**config.mk**
```make
export PLATFORM = sky130hd
export DESIGN_NAME = spi_peripheral
export DESIGN_NICKNAME = d
export VERILOG_FILES = /design/src/rtl/spi_peripheral.sv
export SDC_FILE = /design/constraint.sdc
export NUM_CORES = 1
export LEC_CHECK = 0
export CAP_MARGIN = 30
export CORE_AREA = 3 3 89 91
export CTS_BUF_LIST = sky130_fd_sc_hd__clkbuf_4 sky130_fd_sc_hd__clkbuf_8
export DETAILED_ROUTE_END_ITERATION = 8
export DIE_AREA = 0 0 92 94
export GPL_TIMING_DRIVEN = 0
export PLACE_DENSITY = 0.74
export SLEW_MARGIN = 20
export SYNTH_ARGS = -nofsm -noshare
export SYNTH_HDL_FRONTEND = slang
export SYNTH_SLANG_ARGS = --single-unit
```
**constraint.sdc**
```tcl
create_clock -name clk -period 2 [get_ports clk]
set_clock_uncertainty 0.1 [all_clocks]
set_input_delay 0.5 -clock clk [delete_from_list [all_inputs] [get_ports clk]]
set_output_delay 0.5 -clock clk [all_outputs]
set_load 0.005 [all_outputs]
```
**src/rtl/spi_peripheral.sv**
```systemverilog
// SPI mode-0 register-write target feeding the PWM block's five control registers.
// Optional CIPO readback path is compiled in with `define SPI_READBACK_EN.
//
// state | meaning
// IDLE  | nCS high, waiting for a fresh nCS fall
// RX    | nCS low, shifting COPI on each SCLK rise
// OVF   | more than 16 SCLK rises seen; frame is discarded
module spi_peripheral #(
    parameter int MAX_ADDR = 4
) (
    input  logic       clk,
    input  logic       rst_n,
    input  logic       sclk,
    input  logic       copi,
    input  logic       ncs,
    output logic       cipo,
    output logic [7:0] en_reg_out_7_0,
    output logic [7:0] en_reg_out_15_8,
    output logic [7:0] en_reg_pwm_7_0,
    output logic [7:0] en_reg_pwm_15_8,
    output logic [7:0] pwm_duty_cycle
);

    typedef enum logic [1:0] {
        IDLE = 2'd0,
        RX   = 2'd1,
        OVF  = 2'd2
    } state_t;

    localparam logic [6:0] ADDR_LIMIT = 7'(MAX_ADDR);

    logic [2:0]  sclk_sh;
    logic [2:0]  ncs_sh;
    logic [1:0]  copi_sh;
    logic        sclk_rise;
    logic        ncs_fall;
    logic        ncs_rise;
    logic        copi_s;

    state_t      state_q;
    state_t      state_d;
    logic [4:0]  bit_cnt;
    logic [15:0] shift_q;
    logic        commit;

    // nCS chain resets low so a frame already in progress at reset release
    // never produces a fall and is ignored until nCS goes high and low again.
    always_ff @(posedge clk or negedge rst_n) begin
        if (!rst_n) begin
            sclk_sh <= 3'b000;
            ncs_sh  <= 3'b000;
            copi_sh <= 2'b00;
        end else begin
            sclk_sh <= {sclk_sh[1:0], sclk};
            ncs_sh  <= {ncs_sh[1:0], ncs};
            copi_sh <= {copi_sh[0], copi};
        end
    end

    assign sclk_rise = sclk_sh[1] & ~sclk_sh[2];
    assign ncs_fall  = ~ncs_sh[1] & ncs_sh[2];
    assign ncs_rise  = ncs_sh[1] & ~ncs_sh[2];
    assign copi_s    = copi_sh[1];

    always_ff @(posedge clk or negedge rst_n) begin
        if (!rst_n) begin
            state_q <= IDLE;
        end else begin
            state_q <= state_d;
        end
    end

    always_comb begin
        state_d = state_q;
        case (state_q)
            IDLE: begin
                if (ncs_fall) state_d = RX;
            end
            RX: begin
                if (ncs_rise)                             state_d = IDLE;
                else if (sclk_rise && bit_cnt == 5'd16)   state_d = OVF;
            end
            OVF: begin
                if (ncs_rise) state_d = IDLE;
            end
            default: state_d = IDLE;
        endcase
    end

    always_ff @(posedge clk or negedge rst_n) begin
        if (!rst_n) begin
            bit_cnt <= 5'd0;
            shift_q <= 16'h0000;
        end else if (state_q == IDLE && ncs_fall) begin
            bit_cnt <= 5'd0;
            shift_q <= 16'h0000;
        end else if (state_q == RX && sclk_rise && !ncs_rise) begin
            bit_cnt <= bit_cnt + 5'd1;
            shift_q <= {shift_q[14:0], copi_s};
        end
    end

    assign commit = (state_q == RX) && ncs_rise && (bit_cnt == 5'd16) &&
                    shift_q[15] && (shift_q[14:8] <= ADDR_LIMIT);

    always_ff @(posedge clk or negedge rst_n) begin
        if (!rst_n) begin
            en_reg_out_7_0  <= 8'h00;
            en_reg_out_15_8 <= 8'h00;
            en_reg_pwm_7_0  <= 8'h00;
            en_reg_pwm_15_8 <= 8'h00;
            pwm_duty_cycle  <= 8'h00;
        end else if (commit) begin
            case (shift_q[14:8])
                7'd0:    en_reg_out_7_0  <= shift_q[7:0];
                7'd1:    en_reg_out_15_8 <= shift_q[7:0];
                7'd2:    en_reg_pwm_7_0  <= shift_q[7:0];
                7'd3:    en_reg_pwm_15_8 <= shift_q[7:0];
                7'd4:    pwm_duty_cycle  <= shift_q[7:0];
                default: ;
            endcase
        end
    end

`ifdef SPI_READBACK_EN
    logic       sclk_fall;
    logic [7:0] hdr;
    logic [7:0] rd_data;
    logic [7:0] tx_q;
    logic       rd_q;

    assign sclk_fall = ~sclk_sh[1] & sclk_sh[2];
    // Header byte as it will stand once the 8th rise has been shifted in.
    assign hdr = {shift_q[6:0], copi_s};

    always_comb begin
        rd_data = 8'h00;
        case (hdr[6:0])
            7'd0:    rd_data = en_reg_out_7_0;
            7'd1:    rd_data = en_reg_out_15_8;
            7'd2:    rd_data = en_reg_pwm_7_0;
            7'd3:    rd_data = en_reg_pwm_15_8;
            7'd4:    rd_data = pwm_duty_cycle;
            default: rd_data = 8'h00;
        endcase
    end

    // First shift is on the fall after rise 9 so rise 9 still sees data bit 7.
    always_ff @(posedge clk or negedge rst_n) begin
        if (!rst_n) begin
            tx_q <= 8'h00;
            rd_q <= 1'b0;
            cipo <= 1'b0;
        end else begin
            if (state_q != RX || ncs_rise) begin
                rd_q <= 1'b0;
            end else if (sclk_rise && bit_cnt == 5'd7 && !hdr[7] &&
                         hdr[6:0] <= ADDR_LIMIT) begin
                tx_q <= rd_data;
                rd_q <= 1'b1;
            end else if (rd_q && sclk_fall && bit_cnt >= 5'd9) begin
                tx_q <= {tx_q[6:0], 1'b0};
            end
            cipo <= (state_d == RX && rd_q) ? tx_q[7] : 1'b0;
        end
    end
`else
    assign cipo = 1'b0;
`endif

endmodule

```
# ---- After elaboration in Yosys (flattened, before gate mapping)
# Index checks and enable logic that the tools add are counted.
dict set report classes {
  n_mux 9
  order_cmp 1
  bitwise_logic 6
  eq_ne 10
  reduce_logical 18
  addsub 1
}
# cell count
set op_table {}
lappend op_table {{$mux W16} 2}
lappend op_table {{$eq A7 B2 Y1 const B} 2}
lappend op_table {{$mux W5} 2}
lappend op_table {{$reduce_and A2 Y1} 5}
lappend op_table {{$logic_and A1 B1 Y1} 8}
lappend op_table {{$mux W2} 4}
lappend op_table {{$eq A7 B1 Y1 const B} 1}
lappend op_table {{$eq A7 B3 Y1 const B} 1}
lappend op_table {{$le A7 B3 Y1 const B} 1}
lappend op_table {{$logic_not A7 Y1} 1}
lappend op_table {{$pmux W2 S3} 1}
lappend op_table {{$add A5 B1 Y5 const B} 1}
lappend op_table {{$eq A5 B5 Y1 const B} 1}
lappend op_table {{$ne A2 B2 Y1 const B} 2}
lappend op_table {{$and A1 B1 Y1} 3}
lappend op_table {{$ne A3 B3 Y1 const B} 1}
lappend op_table {{$not A1 Y1} 3}
lappend op_table {{$reduce_and A3 Y1} 1}
lappend op_table {{$eq A2 B1 Y1 const B} 1}
lappend op_table {{$eq A2 B2 Y1 const B} 1}
lappend op_table {{$logic_not A2 Y1} 1}
lappend op_table {{$reduce_bool A2 Y1} 1}
lappend op_table {{$logic_not A1 Y1} 1}
dict set report word_totals {
  output_inout_bits 41
  inputBits 5
  ff_bits 71
  wordCells 56
}

# ---- Longest topological paths before layout
dict set report depth {
  word_depth 7
  mapped_depth 7
  depth_no_buf 6
}

# ---- Worst setup path after synthesis
# OpenSTA, ideal clock, no wires.
dict set report synth_timing {
  kind {reg2reg}
  start {register bit_cnt[0]}
  end {register pwm_duty_cycle[0]}
  path_buffers 1
  arrival_time_ps 1959
  t_required_ps 1775
  period_less_slack_ps 2184
  slack_ps -184
  stages_incl_launch_ff 8
  setup_time_ps 125
  cell_sequence {dfrtp_1 > inv_1 > ha_1 > and4bb_1 > nand4b_4 > or4b_1 > buf_6 > mux2_4}
}
dict set report synth_between {
  elab_chain_len 5
}
# item line
set synth_rtl {}
lappend synth_rtl {{start, declared} 42} ;# logic [4:0] bit_cnt;
lappend synth_rtl {{start signal, assigned} 98} ;# bit_cnt <= bit_cnt + 5'd1;
lappend synth_rtl {{$eq A5 B5 Y1} 103} ;# assign commit = (state_q == RX) && ncs_rise && (bit_cnt == 5'd16) &&
lappend synth_rtl {{$logic_and A1 B1 Y1 (2 in a row)} 103}
lappend synth_rtl {{$logic_and A1 B1 Y1} 104} ;# shift_q[15] && (shift_q[14:8] <= ADDR_LIMIT);
lappend synth_rtl {{$reduce_and A2 Y1 (no source line)} -}
lappend synth_rtl {{end signal, assigned} 119} ;# 7'd4: pwm_duty_cycle <= shift_q[7:0];
lappend synth_rtl {{end, declared} 21} ;# output logic [7:0] pwm_duty_cycle
# No other way between the ends.
# A chain may end at the register's enable or synchronous reset.

# ---- Worst setup path in the final report
dict set report layout_timing {
  start {register bit_cnt[0]}
  end {register pwm_duty_cycle[6]}
}
# Same word-level chain as after synthesis.

==> results.cfg <==
[detailed_routing]
wire_per_inst_um = 14.9
drtAntennaViolNets = 0
drc_errors = 0
first_pass_iters = 4
first_iter_violations = 81
drt-total-wl_um = 5780
vias = 1833
avgViaCountPerCell = 4.72

[clock_tree]
clk_pin_slew_worst_paths_ns = 0.07
cts.sinks = 71
cts_buffers = 9
cts_buffer_depth = 2
h-tree-depth = 3
clkLatencyLatePin_ns = 0.34
ctsRootBufferMaster = clkbuf_8
cts_tree = done

[critical_path]
r2r_slack_ns = -0.17
max_stage_delay_ns = 0.50
crit_slowest_cell = or4b_4
worst-path-max-fanout = 8
crit_arrival_ns = 2.29
criticalPathCategory = flip-flop to flip-flop
reg2reg_from = bit_cnt[0]$_DFFE_PN0P_
required_ns = 2.12
rr_worst_depth = 7
end_kind = flip-flop
path_delay_family = simple AND/OR/NAND/NOR gates
worst_setup_path_start_kind = flip-flop
cp_cell_sequence = inv_1 -> ha_1 -> and4bb_2 -> nand4b_4 -> or4b_4 -> buf_6 -> mux2_4
crit_cells = 7
critPathBufInv = 2
reg2reg_to = pwm_duty_cycle[6]$_DFFE_PN0P_

[place]
placed_cells = 357
hpwl_um = 3710
numPortBuffers = 44
place.gp.congestion = 0.764

[timing]
period_needed_ns = 2.17
rsz0062_at_grt = true
finalCritPeriodShare = 1.09
finalSetupViolCount = 40
worstMarginPinSlew_ns = 0.587
slew_headroom = 0.609
fmax_mhz = 460
worst_hold_slack_ns = 0.249
hold_violations = 0
worst_slack_ns = -0.173
maxSlewViolCount = 0

[power]
p_per_area_nw_per_um2 = 738
power.leakage_uw = 0.00177
peakVddDrop_v = 0.000375

[worst_hold_path]
hp-class = flip-flop to flip-flop
holdPathStages = 0
hold_path_end = ncs_sh[1]$_DFF_PN0_
hp-start = ncs_sh[0]$_DFF_PN0_

[floorplanning]
die_h_um = 94
row_count = 31
die_area_sq_um = 8650
start_util = 0.400
boundaryPins = 46
core_sq_um = 7210
fp.dieW_um = 92

[synthesis]
async_flop_share = 1.00
avgSynthCellArea_sq_um = 13.6
yosysTopAreaCellShare = 0.615
yosys_warnings = 0
synth_area_sq_um = 2890
synth_most_common_cell = dfrtp_1
syn_nets = 220
synth_flop_cell = dfrtp_1
synth_edf_count = 0
synthTopCellsByArea = dfrtp_1 62%, mux2_2 12%, nand2_1 4.5%, mux2_4 4.2%, a21oi_1 3.1%
synthCells = 213
synth_common_cells = 71 x dfrtp_1, 35 x nand2_1, 32 x mux2_2
ys_ff_latch = 71
yosys.area.top_type = dfrtp_1
yosys.cell_types.count = 30
ys_seq_area_frac = 0.615

[cells_and_area]
fin_cells = 388
fin_util = 0.536
num-nets-final = 291
syn_to_final_growth_pct = 34.0
fillers = 610
antenna_cells = 0
drive_above_1_share = 0.301

[flow_run]
cap_violations = 0

[global_route]
antenna_found_initial = 0
first_global_vias = 1866
grt_max_degree = 45
grt_pass1_wl_um = 9600
overflow = 0
track_usage = 0.145

[run_status]
failed_checks = negative setup slack
status = complete, but fails checks
==> area by class of cell <==
cell class                      instances  area [sq um]  share of cell area
Clock buffer                           11           151              0.0391
Sequential cell                        71          1780               0.459
Multi-Input combinational cell        130          1110               0.288
Clock inverter                          5          56.3              0.0145
Inverter                                3          11.3             0.00291
Timing Repair Buffer                   61           592               0.153
Buffer                                  8          43.8              0.0113
Tap cell                               99           124              0.0320
==> placed cells by master (no fill, tap or decap), types with 5 or more instances in the layout <==
master           synthesis  routed
nand2_1                 35      35
nor2_1                   5       5
dfrtp_1                 71      71
mux2_2                  32      20
mux2_4                   8      20
clkbuf_8                 0      11
buf_4                    1      14
a21oi_1                 18      18
clkdlybuf4s50_1          0      43
==> stage by stage <==
step	TNS, ns	instance area [sq um]	setup slack, ns	total power (uW)
finish	-2.51	3870	-0.173	2850
global route	-6.54	3870	-0.258	2970
CTS	-3.00	3860	-0.160	2880
detailed placement	-16.49	3510	-0.520	1680
global placement	-164.50	3500	-2.10	1670
floorplan	-3.50	2930	-0.184	1600
==> registers in the layout (all words and copies together), names as in the netlist <==
register / cells
bit_cnt: 5
copi_sh: 2
en_reg_out_15_8: 8
en_reg_out_7_0: 8
en_reg_pwm_15_8: 8
en_reg_pwm_7_0: 8
ncs_sh: 3
pwm_duty_cycle: 8
sclk_sh: 3
shift_q: 16
state_q: 2
==> cell families after synthesis <==
| group | synth area share |
|---|---|
| adders and majority gates | 0.00866 |
| other | 0.00130 |
| muxes | 0.166 |
| and+or+nand+nor | 0.143 |
| AOI/OAI and AO/OA | 0.0329 |
| xor gates and xnor gates | 0.0121 |
| DFF | 0.615 |
| buffers and inverters | 0.0208 |
==> power breakdown <==
group	switching, uW	internal, uW
clock network	536	642
logic	97.6	77.4
registers	32.7	1470
==> metal layers <==
layer  part of all wire  track usage  vias up
li1                   -            -      872
met1               0.47        0.198      912
met2               0.48        0.215       42
met3              0.033       0.0329        7
met4              0.016       0.0780        0
met5                  0            0        -
==> worst max path at each step <==
stage | end | slack (ns) | startpoint
6_report | pwm_duty_cycle[6]$_DFFE_PN0P_ | -0.17 | bit_cnt[0]$_DFFE_PN0P_
5_1_grt | pwm_duty_cycle[6]$_DFFE_PN0P_ | -0.26 | bit_cnt[0]$_DFFE_PN0P_
4_1_cts | pwm_duty_cycle[6]$_DFFE_PN0P_ | -0.16 | bit_cnt[0]$_DFFE_PN0P_
3_5_place_dp | en_reg_out_15_8[0]$_DFFE_PN0P_ | -0.52 | bit_cnt[0]$_DFFE_PN0P_
3_3_place_gp | en_reg_pwm_15_8[2]$_DFFE_PN0P_ | -2.10 | rst_n
2_1_floorplan | pwm_duty_cycle[0]$_DFFE_PN0P_ | -0.18 | bit_cnt[0]$_DFFE_PN0P_
==> timing repair <==
item	CTS	global route
gates resized for setup	5	2
hold buffers	1	0
endpoints found under the hold margin	27	0
pin swaps	4	3
setup endpoints to repair	50	50
setup buffers	14	1
Note: power is estimated with default switching activity, not from simulation.
